$ cat config.mk
export PLATFORM = sky130hd
export DESIGN_NAME = if_fetch_buf
export DESIGN_NICKNAME = d
export VERILOG_FILES = /design/src/rtl/if_pkg.sv /design/src/rtl/if_fetch_buf_mem.sv /design/src/rtl/if_fetch_buf.sv
export SDC_FILE = /design/constraint.sdc
export NUM_CORES = 1
export LEC_CHECK = 0
export ABC_CLOCK_PERIOD_IN_PS = 10100
export CAP_MARGIN = 20
export CORE_UTILIZATION = 48
export DETAILED_ROUTE_END_ITERATION = 7
export PLACE_DENSITY = 0.8
export SKIP_CTS_REPAIR_TIMING = 1
export SYNTH_ARGS = -nofsm -noshare
export SYNTH_HDL_FRONTEND = slang
export SYNTH_SLANG_ARGS = --single-unit
$ cat constraint.sdc
create_clock -name clk -period 10.1 [get_ports clk]
set_input_delay 2.02 -clock clk [delete_from_list [all_inputs] [get_ports clk]]
set_output_delay 2.02 -clock clk [all_outputs]
set_load 0.005 [all_outputs]
$ cat src/rtl/if_pkg.sv
// Shared fetch-stage definitions: reset PC, fetch entry layout, default buffer depth.
package if_pkg;

  localparam int unsigned IF_PC_W      = 32;
  localparam int unsigned IF_BUF_DEPTH = 2;

  localparam logic [IF_PC_W-1:0] PC_RESET = 32'h1c000000;

  // One in-flight fetch: the PC being fetched and the predicted next PC.
  typedef struct packed {
    logic [IF_PC_W-1:0] pc;
    logic [IF_PC_W-1:0] pc_next;
  } fetch_entry_t;

endpackage

$ cat src/rtl/if_fetch_buf_mem.sv
// Entry storage for the fetch buffer: DEPTH x W register array,
// one synchronous write port and one asynchronous read port, no reset.
// Ports:
//   clk      - write clock
//   i_we     - write enable
//   i_waddr  - write index
//   i_wdata  - write data
//   i_raddr  - read index
//   o_rdata  - read data (combinational from the array)
module if_fetch_buf_mem #(
  parameter int unsigned DEPTH = 2,
  parameter int unsigned W     = 64
) (
  input  logic                     clk,
  input  logic                     i_we,
  input  logic [$clog2(DEPTH)-1:0] i_waddr,
  input  logic [W-1:0]             i_wdata,
  input  logic [$clog2(DEPTH)-1:0] i_raddr,
  output logic [W-1:0]             o_rdata
);

  logic [W-1:0] r_mem [DEPTH];

  // Contents are intentionally left unreset; pointers gate visibility.
  always_ff @(posedge clk) begin
    if (i_we) r_mem[i_waddr] <= i_wdata;
  end

  assign o_rdata = r_mem[i_raddr];

endmodule

$ cat src/rtl/if_fetch_buf.sv
// IF0 -> IF1 fetch buffer: circular FIFO of {pc, pc_next} entries with
// valid/ready on both sides and synchronous flush on redirect.
// Optional feature macro: IF_FETCH_BUF_BYPASS_EN (zero-latency path when empty).
// Ports:
//   clk, rst                 - clock, async active-high reset
//   in_valid/in_ready        - IF0 handshake; in_ready = !full && rready
//   rready                   - I-cache can take a request
//   in_pc/in_pc_next         - offered entry
//   out_valid/out_ready      - IF1 handshake
//   out_pc/out_pc_next       - head entry (PC_RESET / PC_RESET+8 when empty)
//   flush                    - discard all entries
//   count                    - occupied entries
module if_fetch_buf #(
  parameter int unsigned       PC_W     = 32,
  parameter int unsigned       DEPTH    = if_pkg::IF_BUF_DEPTH,
  parameter logic [PC_W-1:0]   PC_RESET = PC_W'(if_pkg::PC_RESET)
) (
  input  logic                     clk,
  input  logic                     rst,
  input  logic                     in_valid,
  output logic                     in_ready,
  input  logic                     rready,
  input  logic [PC_W-1:0]          in_pc,
  input  logic [PC_W-1:0]          in_pc_next,
  output logic                     out_valid,
  input  logic                     out_ready,
  output logic [PC_W-1:0]          out_pc,
  output logic [PC_W-1:0]          out_pc_next,
  input  logic                     flush,
  output logic [$clog2(DEPTH):0]   count
);

  localparam int unsigned AW = $clog2(DEPTH);
  localparam int unsigned CW = AW + 1;
  localparam int unsigned EW = 2 * PC_W;

  logic [AW-1:0] r_wr_ptr;
  logic [AW-1:0] r_rd_ptr;
  logic [CW-1:0] r_count;

  logic          w_full;
  logic          w_empty;
  logic          w_byp;
  logic          w_byp_take;
  logic          w_push;
  logic          w_pop;
  logic [EW-1:0] w_rdata;

  assign w_full  = (r_count == CW'(DEPTH));
  assign w_empty = (r_count == '0);

  // Zero-latency path: only when nothing is queued ahead of the input.
`ifdef IF_FETCH_BUF_BYPASS_EN
  assign w_byp = w_empty && in_valid && rready && !flush;
`else
  assign w_byp = 1'b0;
`endif

  // A bypassed entry consumed the same cycle is never written.
  assign w_byp_take = w_byp && out_ready;

  // Full blocks the push even when a pop happens in the same cycle.
  assign in_ready  = !w_full && rready;
  assign w_push    = in_valid && in_ready && !flush && !w_byp_take;
  assign w_pop     = !flush && !w_empty && out_ready;
  assign out_valid = !flush && (!w_empty || w_byp);

  always_comb begin
    out_pc      = w_rdata[EW-1:PC_W];
    out_pc_next = w_rdata[PC_W-1:0];
    if (w_empty) begin
      if (w_byp) begin
        out_pc      = in_pc;
        out_pc_next = in_pc_next;
      end else begin
        out_pc      = PC_RESET;
        out_pc_next = PC_RESET + PC_W'(8);
      end
    end
  end

  assign count = r_count;

  // Pointer and occupancy tracking; flush outranks push and pop.
  always_ff @(posedge clk or posedge rst) begin
    if (rst) begin
      r_wr_ptr <= '0;
      r_rd_ptr <= '0;
      r_count  <= '0;
    end else if (flush) begin
      r_wr_ptr <= '0;
      r_rd_ptr <= '0;
      r_count  <= '0;
    end else begin
      if (w_push) r_wr_ptr <= r_wr_ptr + AW'(1);
      if (w_pop)  r_rd_ptr <= r_rd_ptr + AW'(1);
      if (w_push && !w_pop)      r_count <= r_count + CW'(1);
      else if (w_pop && !w_push) r_count <= r_count - CW'(1);
    end
  end

  if_fetch_buf_mem #(
    .DEPTH (DEPTH),
    .W     (EW)
  ) u_mem (
    .clk     (clk),
    .i_we    (w_push),
    .i_waddr (r_wr_ptr),
    .i_wdata ({in_pc, in_pc_next}),
    .i_raddr (r_rd_ptr),
    .o_rdata (w_rdata)
  );

endmodule

# Yosys cells after proc, flatten, opt, wreduce, memory -nomap -nowiden
# Memories as Yosys holds them, arrays and structs flattened.
# Index checks and enable logic that the tools add are counted.
# op_classes
n_addsub	4
n_mux	11
reduce_logical	16
eq_ne	1
# op_table
operator	count
2-to-1 mux 32 bit	2
logical AND 1 bit	7
2-to-1 mux 1 bit	6
2-to-1 mux 2 bit	3
zero test 1 bit	5
nonzero test 2 bit	2
nonzero test 3 bit	1
adder 1 bit (second input constant)	2
adder 2 x 1 -> 2 bit (second input constant)	1
equality test 2 bit (second input constant)	1
zero test 2 bit	1
subtractor 2 x 1 -> 2 bit (second input constant)	1
# totals
memories	1
ff_bits	4
word_cells	36
input_bits	70
output_inout_bits	68
ram_bits	128
# mem_list
name	depth	width	read_ports	rd_ports_with_merged_regs	write_ports	line_no	rtl
u_mem.r_mem	2	64	1	0	1	if_fetch_buf_mem.sv:22	logic [W-1:0] r_mem [DEPTH];

# Longest topological paths before layout
# depth
ltp_word	10
mapped_depth	4
mapped_depth_nobuf	3

# Hierarchy
# From an unflattened synthesis, not the netlist that was laid out.
# hier_totals
cells_unflattened	297
hier_area_um2	5610.4
# by_module_without_submodules
module	area_each_um2	cells_per_inst	seq_area_each_um2	n_inst
if_fetch_buf_mem	4933.5	201	3843.7	1
if_fetch_buf	676.9	96	100.1	1

# Worst setup path after synthesis
# No wires, ideal clock.
# synth_path
path_type	input to register
startpoint	input port in_valid
endpoint	memory u_mem.r_mem[1][0], enable pin
arrival_ns	8.729
setup_ns	0.666
path_stages	2
path_slack_ns	0.705
cell_sequence	nand2_1 nor4b_1
# synth_via
elab_chain_cells	4
# synth_lines
element	line_no	rtl
start: declaration	if_fetch_buf.sv:20	input logic in_valid,
logical AND 1 bit (2 in series)	if_fetch_buf.sv:64	assign w_push = in_valid && in_ready && !flush && !w_byp_take;
2-to-1 mux 1 bit	if_fetch_buf_mem.sv:26	if (i_we) r_mem[i_waddr] <= i_wdata;
2-to-1 mux 1 bit (implied by the code)	if_fetch_buf_mem.sv:26	
end: declaration	if_fetch_buf_mem.sv:22	
# No other way between the ends.

# Worst setup path in the final report
# layout_path
startpoint	input port rready
endpoint	output port in_ready
# layout_via
elab_chain_cells	1
# layout_lines
element	line_no	rtl
start: declaration	if_fetch_buf.sv:22	input logic rready,
logical AND 1 bit	if_fetch_buf.sv:63	assign in_ready = !w_full && rready;
end: declaration	if_fetch_buf.sv:21	output logic in_ready,
# No other way between the ends.

==> metrics.cfg <==
[setup_path]
timing.rr.start = count[1]
start_kind = input pin
rr_endpoint = u_mem.r_mem[0][5]
ff2ff_setup_slack_ns = 8.16
path_max_fanout = 5
worst_setup_path_end_kind = output pin
arrival_ns = 3.24
crit_required_ns = 8.08
rr_worst_depth = 3
crit_type = in -> out

[clock_network]
numCtsBuffers = 17
clock_latency_ns = 0.49
cts_tree = yes
htree_levels = 4
cts.sinks = 132
cts_root_buf = clkbuf_8
clkTransAtPathRegs_ns = 0.06
cts_buffer_depth = 2

[hold_path]
min_path_cells = 2
hold_start = r_wr_ptr
hold_class = reg -> reg
whs_endpoint = r_wr_ptr

[floorplanning]
ios = 138
floorplan.initialDensity_pct = 49.2
core_area_sq_um = 10300
die_y_um = 105
fp-row-count = 37
die_w_um = 105
dieArea_sq_um = 10900

[sta]
period_share_pct = 52.1
rsz0062_at_grt = false
fmax_mhz = 190
finalHoldViolCount = 0
relSlewSlack_pct = 54.3
slew_viol_final = 0
clock-skew-final_ns = 0.00410
final_period_minus_worst_setup_slack_ns = 5.26
finalSetupTns_ns = 0
worstMarginPinSlew_ns = 0.685
setup_viol = 0

[routing]
routed_via_density = 4.98
route.detailed.drc = 0
detail-route-antenna-nets = 0
vias = 2950
firstDrtPassIters = 6
avgRoutedWirePerCell_um = 16.1
drt_wl_total_um = 9540
drtIter0Drc = 182

[placement]
dp_hpwl_um = 5990
placed_area_sq_um = 6570
io_buffers = 137
dp_cells = 561
gp_congestion = 0.712

[pwr]
netSwitchingFraction_pct = 19.5
max-vdd-ir-drop_v = 0.000109
p_sw_mw = 0.267
power_density_nw_per_um2 = 190
intPower_mw = 1.10
seq_power_share_pct = 45.4
p_leak_nw = 2.36
power_mw = 1.37
power.share.clock_pct = 46.8
pwr-share-comb_pct = 7.8

[synthesis]
synth_fp_nets = 367
yosysSeqAreaShare_pct = 78.0
yosysWarnings = 0
ys_types = 26
synth-seq-cells = 132
mappedNetlistArea_sq_um = 5060
syn_avg_cell_area_sq_um = 17.0
syn_inst = 297

[global_routing]
overflow = 0
track_usage_pct = 17.9
grt_pass1_vias = 3116
antenna_found_initial = 0
grt_max_degree = 66
grt_first_pass_wirelength_um = 14800

[finish]
fin_nets = 515
layout_common_cells = clkdlybuf4s50_1, edfxtp_1, mux2i_1
final_common_cell = clkdlybuf4s50_1
fillers = 707
areaGrowthSynthToFinish_pct = 42.8
post-route-cell-area_sq_um = 7220
finalNonFillerCells = 592
drive_above_1_share_pct = 8.77
diodes = 0

[run]
maxCapViolCount = 0

[outcome]
status = complete, no violations

==> flip-flops by register name (all words and copies together), names as in the netlist <==
register     flops
count            2
r_rd_ptr         1
r_wr_ptr         1
u_mem.r_mem    128
==> power groups by stage <==
stage	clock network, mW	registers [mW]	logic, mW
after floorplan	0	0.630	0.0444
after global placement	0	0.637	0.0993
after detailed placement	0	0.638	0.102
after CTS	0.652	0.626	0.103
after global routing	0.674	0.623	0.115
final	0.641	0.622	0.107
==> critical path, stage by stage <==
cell and delay, ns:
clkdlybuf4s50_1 0.53, nor2b_1 0.18, clkdlybuf4s50_1 0.52
==> cell families (layout without fill, tap and decap cells) <==
logic type	after synthesis	count (layout)	synth area share, %
xor+xnor	1	1	0.173
buf+inv	15	174	1.83
flops	132	132	78.0
compound gates	8	8	0.990
mux	64	64	12.7
simple gates	77	77	6.34
==> Yosys cell counts <==
master	instances	area, sq um
nand3_1	1	5.00
buf_4	8	60.1
or3_1	1	6.26
nor2_1	60	225
or2_1	1	6.26
a32oi_1	1	8.76
nor4b_1	1	8.76
buf_2	5	25.0
a21oi_1	2	10.0
nand2_1	8	30.0
and4b_1	1	10.0
nor2b_1	1	6.26
edfxtp_1	128	3840
mux2i_1	64	641
xor2_1	1	8.76
o21ai_0	1	5.00
nand3b_1	1	7.51
clkbuf_1	1	3.75
o21bai_1	1	7.51
a31oi_1	1	6.26
nor4_1	1	6.26
dfrtp_1	4	100
nor2b_2	1	8.76
inv_1	1	3.75
o21ai_1	1	5.00
o211ai_1	1	7.51
==> through the flow <==
stage | setup slack, ns | hold slack, ns | utilization (%)
final | 4.84 | 0.637 | 70.3
after global routing | 4.83 | 0.660 | 70.3
after CTS | 4.85 | 0.627 | 70.0
after detailed placement | 4.84 | 0.616 | 63.9
after global placement | 4.88 | 0.570 | 63.9
after floorplan | 0.705 | 0.529 | -
==> worst max-delay path by stage <==
stage	start	to	slack (ns)	cells after the start
after floorplan	in_valid	u_mem.r_mem[1][0]	0.70	2
after global placement	flush	out_valid	4.88	3
after detailed placement	rready	in_ready	4.84	3
after CTS	rready	in_ready	4.85	3
after global routing	flush	out_valid	4.83	3
final	rready	in_ready	4.84	3
==> metal layers <==
metal  vias up  wire (um)  global-route usage, %
met5         -          0                      0
met4         0         57                   5.84
met3         7        504                   5.24
met2        98       5150                   32.9
met1      1440       3830                   19.7
li1       1405          -                      -
==> final cells by class <==
type	instances	area [sq um]	share of cell area (%)
inverter	1	3.75	0.0520
multi-input combinational	150	1040	14.4
sequential	132	3950	54.7
tap	136	170	2.36
clock inverter	12	206	2.86
timing repair buffer	143	1440	19.9
clock buffer	18	418	5.79
(Power assumes the default switching activity.)
